--- config.mk ---
export PLATFORM = sky130hd
export DESIGN_NAME = reset_button_ctrl
export DESIGN_NICKNAME = d
export VERILOG_FILES = /design/src/rtl/reset_pkg.sv /design/src/rtl/sync_2ff.sv /design/src/rtl/reset_button_ctrl.sv
export SDC_FILE = /design/constraint.sdc
export NUM_CORES = 1
export LEC_CHECK = 0
export CAP_MARGIN = 25
export CORE_MARGIN = 2
export CORE_UTILIZATION = 40
export DETAILED_ROUTE_END_ITERATION = 7
export SLEW_MARGIN = 10
export SYNTH_ARGS = -nofsm -noshare
export SYNTH_HDL_FRONTEND = slang
export SYNTH_SLANG_ARGS = --single-unit
--- constraint.sdc ---
create_clock -name clk -period 2.85 [get_ports clk]
set_input_delay 0.57 -clock clk [delete_from_list [all_inputs] [get_ports clk]]
set_output_delay 0.57 -clock clk [all_outputs]
set_load 0.005 [all_outputs]
--- src/rtl/reset_pkg.sv ---
// +----------------------------------------------------------------------------+
// | reset_pkg: shared state encoding and synchronizer depth for reset control  |
// | Revision: 1.0                                                              |
// +----------------------------------------------------------------------------+
`default_nettype none

package reset_pkg;

  localparam int SYNC_STAGES = 2;

  typedef enum logic [2:0] {
    IDLE         = 3'd0,
    PRESS_DB     = 3'd1,
    ASSERT       = 3'd2,
    RELEASE_WAIT = 3'd3,
    RELEASE_DB   = 3'd4
  } state_e;

endpackage

`default_nettype wire

--- src/rtl/sync_2ff.sv ---
// +----------------------------------------------------------------------------+
// | sync_2ff: generic 1-bit multi-flop synchronizer with selectable reset value |
// | Revision: 1.0                                                              |
// +----------------------------------------------------------------------------+
`default_nettype none

module sync_2ff
  import reset_pkg::*;
#(
  parameter logic RESET_VAL = 1'b1
) (
  input  logic clk,
  input  logic rst_n,
  input  logic d_i,
  output logic q_o
);

  logic [SYNC_STAGES-1:0] sync_q;

  always_ff @(posedge clk or negedge rst_n) begin
    if (!rst_n) begin
      sync_q <= {SYNC_STAGES{RESET_VAL}};
    end else begin
      sync_q <= {sync_q[SYNC_STAGES-2:0], d_i};
    end
  end

  assign q_o = sync_q[SYNC_STAGES-1];

endmodule

`default_nettype wire

--- src/rtl/reset_button_ctrl.sv ---
// +----------------------------------------------------------------------------+
// | reset_button_ctrl: debounces the reset pushbutton into a clean, minimum-   |
// | width reset request. Revision: 1.0                                         |
// +----------------------------------------------------------------------------+
`default_nettype none

module reset_button_ctrl
  import reset_pkg::*;
#(
  parameter int DEBOUNCE_CYCLES = 1000,
  parameter int HOLD_CYCLES     = 64
) (
  input  logic clk,
  input  logic async_reset_n,
  input  logic btn_reset_n,
  output logic reset_req,
  output logic busy
);

  localparam int CNT_MAX = (DEBOUNCE_CYCLES > HOLD_CYCLES) ? DEBOUNCE_CYCLES : HOLD_CYCLES;
  localparam int CNT_W   = $clog2(CNT_MAX + 1);

  localparam logic [CNT_W-1:0] DB_LAST   = CNT_W'(DEBOUNCE_CYCLES - 1);
  localparam logic [CNT_W-1:0] HOLD_LAST = CNT_W'(HOLD_CYCLES - 1);

  if (DEBOUNCE_CYCLES < 1) begin : g_bad_debounce
    $error("reset_button_ctrl: DEBOUNCE_CYCLES must be >= 1");
  end
  if (HOLD_CYCLES < 1) begin : g_bad_hold
    $error("reset_button_ctrl: HOLD_CYCLES must be >= 1");
  end

  logic             btn_sync;
  logic             pressed;
  state_e           state_q, state_d;
  logic [CNT_W-1:0] cnt_q, cnt_d;
  logic             reset_req_q, reset_req_d;
  logic             busy_q, busy_d;

  sync_2ff #(
    .RESET_VAL (1'b1)
  ) u_btn_sync (
    .clk   (clk),
    .rst_n (async_reset_n),
    .d_i   (btn_reset_n),
    .q_o   (btn_sync)
  );

  assign pressed = ~btn_sync;

  always_ff @(posedge clk or negedge async_reset_n) begin
    if (!async_reset_n) begin
      state_q     <= IDLE;
      cnt_q       <= '0;
      reset_req_q <= 1'b0;
      busy_q      <= 1'b0;
    end else begin
      state_q     <= state_d;
      cnt_q       <= cnt_d;
      reset_req_q <= reset_req_d;
      busy_q      <= busy_d;
    end
  end

  // Every transition clears the counter; the button condition is tested
  // before the limit so a bounce always restarts the debounce window.
  always_comb begin
    state_d = state_q;
    cnt_d   = cnt_q;
    case (state_q)
      IDLE: begin
        if (pressed) begin
          state_d = PRESS_DB;
          cnt_d   = '0;
        end
      end
      PRESS_DB: begin
        if (!pressed) begin
          state_d = IDLE;
          cnt_d   = '0;
        end else if (cnt_q == DB_LAST) begin
          state_d = ASSERT;
          cnt_d   = '0;
        end else begin
          cnt_d = cnt_q + 1'b1;
        end
      end
      ASSERT: begin
        if (cnt_q == HOLD_LAST) begin
          state_d = pressed ? RELEASE_WAIT : RELEASE_DB;
          cnt_d   = '0;
        end else begin
          cnt_d = cnt_q + 1'b1;
        end
      end
      RELEASE_WAIT: begin
        if (!pressed) begin
          state_d = RELEASE_DB;
          cnt_d   = '0;
        end
      end
      RELEASE_DB: begin
        if (pressed) begin
          state_d = RELEASE_WAIT;
          cnt_d   = '0;
        end else if (cnt_q == DB_LAST) begin
          state_d = IDLE;
          cnt_d   = '0;
        end else begin
          cnt_d = cnt_q + 1'b1;
        end
      end
      default: begin
        state_d = IDLE;
        cnt_d   = '0;
      end
    endcase
  end

  // Outputs decode the next state so they register glitch-free with it;
  // reset_req feeds an asynchronous preset downstream.
  always_comb begin
    reset_req_d = (state_d == ASSERT) || (state_d == RELEASE_WAIT) || (state_d == RELEASE_DB);
    busy_d      = (state_d != IDLE);
  end

  assign reset_req = reset_req_q;
  assign busy      = busy_q;

endmodule

`default_nettype wire

==> reports/qor.txt <==
Status: complete, no violations
CTS buffer count: 3
# clock sinks: 17
Register bit total from synthesis: 17
Synth-to-Final Area Change: 10.4%
Max_slew headroom: 0.506
Fin crit period: 2.04 ns
# port buffers: 4
Most used flip-flop cell after synthesis: dfrtp_1
Flop pwr share: 0.612
Area leader, netlist: dfrtp_1
Max Root-Sink Buffers: 2
Resized cells post-CTS: 0
Worst path required time: 3.08 ns
Setup_tns: 0 ns
Total vias in the final route: 704
Crit start category: flip-flop
Pwr Density: 444 nW/um^2
Power Total: 0.441 mW
Worst slew pin tran: 0.738 ns
Synthesized area per cell: 9.57 sq um
Commonest cells in the netlist: dfrtp_1, nand2_1, o21ai_0
DP HPWL: 1.15 mm
Number of global-route vias before repair: 593
Final antenna-violating net count: 0
Final Cycle Share: 0.716
F_max: 490 MHz
Clock Latency Late Sink: 0.29 ns
Drt pass-1 iters: 4
XOR/XNOR share of the synthesized area: 0.0195
Element type at the critical path end: flip-flop
Total GRT Usage: 0.142
Via density: 5.46
Distinct cell type count after synthesis: 39
Synth Area in Adders: 0.0139
Clock Pin Slew Worst Setup and Hold Paths: 0.09 ns
Ant diodes: 0
Final wirelength: 1.61 mm
Synth Area in Compound Gates: 0.242
CP cell instances: ha_1 > and2_1 > a31o_2 > o22a_4 > or4_1 > nand3_1
Share of the synthesized area in the top cell type: 0.417
CTS Root Cell: clkbuf_4
RSZ-0062 raised after global routing: no
Leakage: 0.407 nW
# Post-CTS Setup Buffers: 0
Cells after Synth: 94
Setup Viol. Count Final: 0
Die H: 51.4 microns
WS Path Type: reg -> reg
Slowest CP cell: or4_1
Worst Skew: 0.000494 ns
WP data arrival: 2.27 ns
CTS hold repair buffers: 0
Int Pwr: 0.332 mW
Gr ovfl total: 0
Worst path max stage delay: 0.51 ns
Drt drc: 0
Largest net degree at the start of global routing: 18
Fin. Hold Viols: 0
Synth warn: 0
Worst-path fanout max: 7
Min-delay worst type: reg -> reg
Switch share: 0.247
Core Box Area: 2170 sq um
Post-Synth Simple-Gate Area: 0.224
Starting density of the core: 0.415
Layout cells sized above 1: 0.139
Number of placement rows: 17
First-pass GRT wire length: 2.76 mm
Main combinational cell family by area after synthesis: compound AO/OA/AOI/OAI gates
Multiplexer area fraction after synthesis: 0
RePlAce Congestion: 0.769
DR iter-0 viols: 9
Cell Area, Synth: 900 sq um
Sw Pwr: 0.109 mW
Synth top area cells: dfrtp_1, dfstp_2, o21ai_0
Ports: 5
Die Area: 2640 sq um
Sequential area share after synthesis: 0.476
CTS tree: built
Antenna violations before repair: 0
Combinational Power Share: 0.102
Max Cap Viol: 0
Slew Limit Fails: 0
Die X-Extent: 51.4 microns
Clock Power Share: 0.286
Syn nets: 98
H-tree levels: 1
Max rail drop VDD: 0.289 mV
Asr flop ratio synth: 1.00
# nets final: 106
Most common cell in the synthesized netlist: dfrtp_1
Post-synth EDFFs: 0
DR WL/cell: 12.5 microns
-- flip-flops by register name, indices dropped and copies added (netlist names) --
name and flops:
u_btn_sync.sync_q 2, cnt_q 10, busy 1, state_q 3
reset_req 1
-- worst max-delay path: cells and delay by family, from the launching register on --
kind	cells	cell delay, ns
simple gates	3	0.78
fa+ha+maj	1	0.24
flops	1	0.42
compound gates	2	0.55
-- cells by family after synthesis --
kind of cell | Yosys count
simple gates | 38
fa+ha+maj | 1
compound gates | 32
flops | 17
buf+inv | 4
xor+xnor | 2
-- metrics by stage --
stage	area, sq um	setup slack (ns)	utilization	std cells	hold WS (ns)
after detailed placement	967	0.835	0.446	125	0.349
after global placement	967	0.876	0.446	125	0.346
after CTS	993	0.802	0.458	129	0.363
after floorplan	900	0.928	-	94	0.274
after global routing	993	0.748	0.458	129	0.370
final	993	0.809	0.458	129	0.362
-- area by class of cell --
| cell class | count | area [sq um] |
|---|---|---|
| Clock buffer | 4 | 26.3 |
| Fill cell | 213 | 1180 |
| Inverter | 2 | 7.51 |
| Multi-Input combinational cell | 73 | 449 |
| Sequential cell | 17 | 428 |
| Tap cell | 28 | 35.0 |
| Timing Repair Buffer | 5 | 47.5 |
-- path summary, 6_finish.rpt --
check                      cells past startpoint                   end                 start  slack [ns]
max                                            6              cnt_q[9]              cnt_q[0]        0.81
min                                            0  u_btn_sync.sync_q[1]  u_btn_sync.sync_q[0]        0.36
max reg2reg                                    6              cnt_q[9]              cnt_q[0]        0.81
min reg2reg                                    0  u_btn_sync.sync_q[1]  u_btn_sync.sync_q[0]        0.36
max in group asynchronous                      1              cnt_q[5]         async_reset_n        1.68
min in group asynchronous                      1            state_q[0]         async_reset_n        0.71
-- layer usage --
metal | track usage | vias to the layer above | wire length [microns]
met5 | 0 | - | 0
met4 | 0.0789 | 0 | 38
met3 | 0.0175 | 5 | 44
met2 | 0.199 | 11 | 716
met1 | 0.210 | 328 | 809
li1 | - | 360 | -
-- cell usage in the layout (no fill, tap or decap), types with 2 or more instances in the layout --
cell type and instances:
nand3_1 4, nand3b_1 2, inv_1 2, a21oi_1 7
a31oi_1 2, xor2_1 2, or3_2 2, nand2_1 12
clkbuf_4 3, dfstp_2 2, nor2_1 6, dfrtp_1 15
clkdlybuf4s50_1 4, a21o_1 3, o21ai_0 9
-- power by group through the flow --
stage	clock network (mW)	logic [mW]	registers (mW)
CTS	0.132	0.0455	0.270
global placement	0	0.0450	0.274
floorplan	0	0.0330	0.271
finish	0.126	0.0450	0.270
global route	0.144	0.0506	0.272
detailed placement	0	0.0452	0.275
Power figures use the tool's default switching activity.
